**config.mk**
```make
export PLATFORM = sky130hd
export DESIGN_NAME = control_wb
export DESIGN_NICKNAME = d
export VERILOG_FILES = /design/src/rtl/control_wb.sv
export SDC_FILE = /design/constraint.sdc
export NUM_CORES = 1
export LEC_CHECK = 0
export CORE_AREA = 3 3 44 46
export CTS_BUF_LIST = sky130_fd_sc_hd__clkbuf_8
export DETAILED_ROUTE_END_ITERATION = 10
export DIE_AREA = 0 0 47 49
export PLACE_DENSITY = 0.77
export SLEW_MARGIN = 15
export SYNTH_ARGS = -nofsm -noshare
export SYNTH_HDL_FRONTEND = slang
export SYNTH_SLANG_ARGS = --single-unit
```
**constraint.sdc**
```tcl
create_clock -name clock -period 1.7 [get_ports clock]
set_input_delay 0.34 -clock clock [delete_from_list [all_inputs] [get_ports clock]]
set_output_delay 0.34 -clock clock [all_outputs]
set_load 0.03 [all_outputs]
```
**src/rtl/control_wb.sv**
```systemverilog
// Writeback control: IR3/flags, branch resolve, regfile write, flush/halt; outputs registered-state only.
// CONTROL_WB_RETIRE_CNT_EN adds a 16-bit wrapping retire_count output.
module control_wb #(
   parameter int unsigned FLUSH_CYCLES = 2
) (
   input  logic       clock,
   input  logic       reset,
   input  logic       en_exec,
   input  logic [7:0] ir2_in,
   input  logic       ir3_load,
   input  logic       flag_write,
   input  logic       alu_z,
   input  logic       alu_n,
   output logic       reg_write,
   output logic [1:0] reg_w_sel,
   output logic       reg_in_sel,
   output logic       pc_branch_load,
   output logic       flush,
   output logic       halt,
   output logic       flag_z,
   output logic       flag_n
`ifdef CONTROL_WB_RETIRE_CNT_EN
   ,
   output logic [15:0] retire_count
`endif
);

   typedef enum logic [1:0] {S_RUN, S_FLUSH, S_HALT} state_e;

   localparam logic [2:0] FLUSH_INIT = 3'(FLUSH_CYCLES - 1);
   localparam logic [7:0] IR_NOP     = 8'h0A;

   state_e     state_q, state_d;
   logic [2:0] cnt_q, cnt_d;
   logic [7:0] ir3_q, ir3_d;
   logic       ir3_vld_q, ir3_vld_d;
   logic       flag_z_q, flag_z_d;
   logic       flag_n_q, flag_n_d;

   logic       run;
   logic       active;
   logic       br_taken;
   logic [3:0] op;

   assign run    = (state_q == S_RUN);
   assign active = ir3_vld_q && run;
   assign op     = ir3_q[3:0];

   // IR3[5:4] carry no meaning at writeback.
   logic unused_ir3_bits;
   assign unused_ir3_bits = ^ir3_q[5:4];

   always_comb begin
      br_taken = 1'b0;
      if (active) begin
         case (op)
            4'd5:    br_taken = flag_z_q;
            4'd9:    br_taken = !flag_z_q;
            4'd13:   br_taken = !flag_n_q;
            default: br_taken = 1'b0;
         endcase
      end
   end

   always_comb begin
      reg_write  = 1'b0;
      reg_w_sel  = 2'd0;
      reg_in_sel = 1'b0;
      if (active) begin
         if (ir3_q[2:0] == 3'd7) begin
            reg_write = 1'b1;
            reg_w_sel = 2'd1;
         end else if (ir3_q[2:0] == 3'd3 || op == 4'd4 || op == 4'd6 || op == 4'd8) begin
            reg_write = 1'b1;
            reg_w_sel = ir3_q[7:6];
         end else if (op == 4'd0) begin
            reg_write  = 1'b1;
            reg_in_sel = 1'b1;
            reg_w_sel  = ir3_q[7:6];
         end
      end
   end

   assign pc_branch_load = br_taken;
   assign flush          = (state_q == S_FLUSH);
   assign halt           = (state_q == S_HALT);
   assign flag_z         = flag_z_q;
   assign flag_n         = flag_n_q;

   always_comb begin
      ir3_d     = ir3_q;
      ir3_vld_d = 1'b0;
      flag_z_d  = flag_z_q;
      flag_n_d  = flag_n_q;
      if (run && en_exec && ir3_load) begin
         ir3_d     = ir2_in;
         ir3_vld_d = 1'b1;
      end
      if (run && en_exec && flag_write) begin
         flag_z_d = alu_z;
         flag_n_d = alu_n;
      end
   end

   // A taken branch outranks a STOP arriving in the same cycle.
   always_comb begin
      state_d = state_q;
      cnt_d   = cnt_q;
      case (state_q)
         S_RUN: begin
            if (br_taken) begin
               state_d = S_FLUSH;
               cnt_d   = FLUSH_INIT;
            end else if (en_exec && ir2_in[3:0] == 4'd1) begin
               state_d = S_HALT;
            end
         end
         S_FLUSH: begin
            if (cnt_q == 3'd0) state_d = S_RUN;
            else               cnt_d   = cnt_q - 3'd1;
         end
         S_HALT:  state_d = S_HALT;
         default: state_d = S_RUN;
      endcase
   end

   always_ff @(posedge clock or negedge reset) begin
      if (!reset) begin
         state_q   <= S_RUN;
         cnt_q     <= 3'd0;
         ir3_q     <= IR_NOP;
         ir3_vld_q <= 1'b0;
         flag_z_q  <= 1'b0;
         flag_n_q  <= 1'b0;
      end else begin
         state_q   <= state_d;
         cnt_q     <= cnt_d;
         ir3_q     <= ir3_d;
         ir3_vld_q <= ir3_vld_d;
         flag_z_q  <= flag_z_d;
         flag_n_q  <= flag_n_d;
      end
   end

`ifdef CONTROL_WB_RETIRE_CNT_EN
   logic [15:0] retire_q;

   always_ff @(posedge clock or negedge reset) begin
      if (!reset)      retire_q <= 16'd0;
      else if (active) retire_q <= retire_q + 16'd1;
   end

   assign retire_count = retire_q;
`endif

endmodule

```
==> results.md <==
Worst setup path:
- The worst setup path is captured at a primary output.
- On the critical path, the stage with the largest delay is an instance of sky130_fd_sc_hd__or3b_4.
- The count of buffer and inverter cells on the critical path is 1.
- The critical path data required time is 1360 ps.
- The highest fanout seen on the critical path is 4.
- The gate family responsible for the most delay along the worst path is simple AND/OR/NAND/NOR gates.
- The worst register-to-register path begins at state_q[0].
- The biggest cell delay along the critical path is 440 ps.
- The cell depth of the worst flop-to-flop path is 7.
- The kind of start point of the critical path is a flop.
- The critical path goes through or3b_4 -> nor4_4 -> buf_4.
- The destination of the worst register-to-register timing path is cnt_q[1].
- The worst setup path is of the flop to primary output kind.
- The worst endpoint data arrival time is 1510 ps.
- The slack of the worst reg-to-reg path is 80 ps.

Power:
- Of the total power, registers draw 38.8%.
- In this run the power density over the cells is 1548 mW/mm^2.
- The switching power is 0.0006251 W.
- The reported leakage power is 0.4989 nW.
- The net switching share of the total power is 37.11%.
- The worst-case IR drop observed on VDD is 0.8688 mV.
- The clock network burns 16.1% of the power.
- Combinational logic is responsible for 45.1% of the overall power.
- The internal power is 0.001059 W.

Logic synthesis:
- The count of distinct cell types in the synthesized netlist is 27.
- After synthesis, the largest family of logic cells by area is simple AND/OR/NAND/NOR gates.
- The primary flip-flop cell chosen by synthesis mapping is sky130_fd_sc_hd__dfrtp_1.
- The post-synthesis cell area is 732.0 um^2.
- The area fraction in and, or, nand and nor cells after synthesis is 23.59%.
- In the synthesized netlist, the number of instances is 66.
- Yosys attributes the largest share of cell area to sky130_fd_sc_hd__dfrtp_1, sky130_fd_sc_hd__mux2_2, sky130_fd_sc_hd__dfstp_2.
- The synthesized-area fraction occupied by xor and xnor cells is 1.197%.
- The adder and majority cell fraction of the synthesized area is 3.419%.
- The share of synthesized area occupied by flip-flops and latches is 48.21%.
- The fraction of synthesized area in multiplexers is 13.68%.
- In this run, synthesis produced a sequential element count of 14.
- Counting flops with an async set or reset pin after synthesis yields a share of 100.0%.
- The synthesized area per cell is 11.09 um^2.
- sky130_fd_sc_hd__dfrtp_1 is the most common cell in the netlist.
- The cell accounting for the most synthesized area is sky130_fd_sc_hd__dfrtp_1.
- Ranked by instance count, the synthesized netlist is headed by sky130_fd_sc_hd__dfrtp_1, sky130_fd_sc_hd__mux2_2, sky130_fd_sc_hd__nor2_1.
- The share of the synthesized area in compound gates (AO/OA/AOI/OAI) is 7.179%.
- During synthesis, Yosys emitted a total of 0 warnings.
- The number of nets in the synthesized netlist is 83.
- Counting flops with a built-in enable in the synthesized netlist gives 0.
- The share of the synthesized area in the top cell type is 41.03%.

Die:
- The floorplan step defined a core boundary enclosing 0.001541 mm^2.
- The die height is 49 um.
- The top-level I/O count is 24.
- The die outline width is 47 um.
- The die covers 0.002303 mm^2.
- The initial utilization of the core area, before any placement, comes to 47.48%.
- Row generation in the floorplan step produced 14 rows.

Cells and area:
- The growth of design area from synthesis to finish is 48.72%.
- The antenna cell count is 0.
- The end-of-flow core utilization is 70.62%.
- The final instance count without filler cells is 115.
- The net count of the finished layout is 117.
- Of the cells placed in the final design, the portion with a size suffix greater than 1 is 38.38%.

CTS:
- The clock root buffer is sky130_fd_sc_hd__clkbuf_8.
- The number of buffers added by the clock tree synthesis step is 3.
- The clock net in this run drives a total of 14 sinks.
- The longest clock path from root to sink contains 2 buffers.
- The TritonCTS clock tree is done.
- The clock-pin slew reported for the worst setup and hold paths after clock tree synthesis is 60 ps.
- In this run the number of H-tree levels came out at 1.
- Clock latency on the worst-skew pair, taken at its later pin, is 240 ps.
- The number of hold buffers added after CTS is 0.

Timing:
- The final clock skew is 3.119 ps.
- The measured slew at the worst slew-check pin is 301.2 ps.
- The top achievable clock speed is 541.0 MHz.
- The clock period minus worst slack is 1848 ps.
- The number of endpoints with negative hold slack in the final report is 0.
- The worst slew margin relative to its limit is 79.86%.
- The worst path uses 108.7% of the clock period.
- Hold is met by 401.0 ps.
- Setup repair after global routing could not meet its margin everywhere.
- The count of pins over their slew limit was 0.
- Setup violations remaining at the end of the flow were counted as 4.
- The post-layout worst setup margin is -148.5 ps.

Worst hold path:
- The min-delay analysis places its worst path in the category input port to asynchronous set/reset pin.

Placement:
- The worst slack at placement is 49.09 ps.
- In this run, placement finished with an instance count of 106.
- The number of input and output port buffers inserted is 21.
- Detailed placement ended at an HPWL of 1.234 mm.
- The congestion estimate from routability-driven global placement came to 0.7214.

Routing:
- The overall routed net length is 1.652 mm.
- The via-per-instance ratio is 5.261.
- The via total after detailed routing is 605.
- The detailed router finished its first iteration with 8 violations.
- The number of detailed-routing iterations run before antenna repair is 4.
- In the routed design, unresolved DRC markers number 0.
- In the final routed layout, each cell accounts on average for 14.37 um.
- The count of nets left with antenna violations after detail routing is 0.

GRT:
- The first-pass GRT wire length is 2.753 mm.
- Entering global routing, the biggest net connects 15 pins.
- The number of global-route vias before repair is 639.
- For this run, the total global-route usage over all layers was measured as 16.65%.
- For this run the aggregate overflow at the end of global routing stands at 0.
- The initial antenna violation count is 0.

Job:
- The tool flagged a number of max-cap violations equal to 0.

Run status:
- The final reports fail on negative setup slack.
- The run finished, with violations left.
-- through the flow --
stage	total power, W	TNS, ps	area [um^2]
4_1_cts	0.001683	-364.1	1081
6_report	0.001685	-345.6	1089
5_1_grt	0.001813	-665.3	1089
3_3_place_gp	0.001316	0	989.7
3_5_place_dp	0.001343	0	989.7
2_1_floorplan	0.001123	0	747.0
-- cell usage in the layout (no fill, tap or decap), types with 2 or more instances in the layout --
cell type / Yosys / routed
sky130_fd_sc_hd__a21oi_1: 3 / 3
sky130_fd_sc_hd__and3_1: 3 / 3
sky130_fd_sc_hd__buf_4: 0 / 12
sky130_fd_sc_hd__buf_6: 0 / 2
sky130_fd_sc_hd__clkbuf_8: 0 / 3
sky130_fd_sc_hd__clkdlybuf4s50_1: 0 / 14
sky130_fd_sc_hd__dfrtp_1: 12 / 10
sky130_fd_sc_hd__dfrtp_2: 0 / 2
sky130_fd_sc_hd__dfstp_2: 2 / 2
sky130_fd_sc_hd__ha_1: 2 / 2
sky130_fd_sc_hd__inv_1: 4 / 5
sky130_fd_sc_hd__mux2_2: 8 / 8
sky130_fd_sc_hd__nand2b_1: 4 / 4
sky130_fd_sc_hd__nand3_1: 2 / 2
sky130_fd_sc_hd__nor2_1: 6 / 5
sky130_fd_sc_hd__nor3_1: 2 / 2
sky130_fd_sc_hd__o22ai_1: 2 / 2
-- sequential cells by signal, indices dropped and copies added, names as in the netlist --
register / flops
state_q: 2
ir3_q: 6
flag_z: 1
flag_n: 1
cnt_q: 3
ir3_vld_q: 1
-- final cells by class --
type | count | area (um^2)
fillers | 109 | 452.9
multi-input cells | 47 | 386.6
flip-flops and latches | 14 | 355.3
repair buffers | 30 | 266.5
clock buffers | 3 | 41.29
well taps | 16 | 20.02
inverters | 4 | 15.01
clock inverters | 1 | 3.754
-- logic make-up after synthesis --
| logic type | count (synthesis) |
|---|---|
| buffers and inverters | 5 |
| muxes | 9 |
| AOI/OAI and AO/OA | 8 |
| DFF | 14 |
| and+or+nand+nor | 27 |
| xor gates and xnor gates | 1 |
| adders and majority gates | 2 |
-- how the worst max path moves through the flow --
stage                     endpoint       start  cells past startpoint
finish              pc_branch_load  state_q[1]                      3
global route        pc_branch_load  state_q[1]                      3
floorplan                 cnt_q[1]  state_q[1]                      4
global placement    pc_branch_load  state_q[1]                      3
CTS                 pc_branch_load  state_q[1]                      3
detailed placement  pc_branch_load  state_q[1]                      3
-- power groups by stage --
stage / combinational [W] / clock [W] / sequential (W)
after floorplan: 0.000446 / 0 / 0.000676
after global placement: 0.000652 / 0 / 0.000663
after detailed placement: 0.000674 / 0 / 0.000669
after CTS: 0.000753 / 0.000279 / 0.000652
after global routing: 0.000837 / 0.000293 / 0.000683
final: 0.000759 / 0.000272 / 0.000653
-- per-layer routing --
layer	vias up	routed length [um]	track usage, %
li1	299	-	-
met1	272	695	21.66
met2	28	801	24.43
met3	6	106	5.904
met4	0	49	6.912
met5	-	0	0
-- repair_timing --
item | 4_1_cts | 5_1_grt
resized for setup | 12 | 2
endpoints found under the setup margin | 7 | 9
buffers inserted | 5 | 0
pin swaps | 1 | 0
Note: power is estimated with default switching activity, not from simulation.
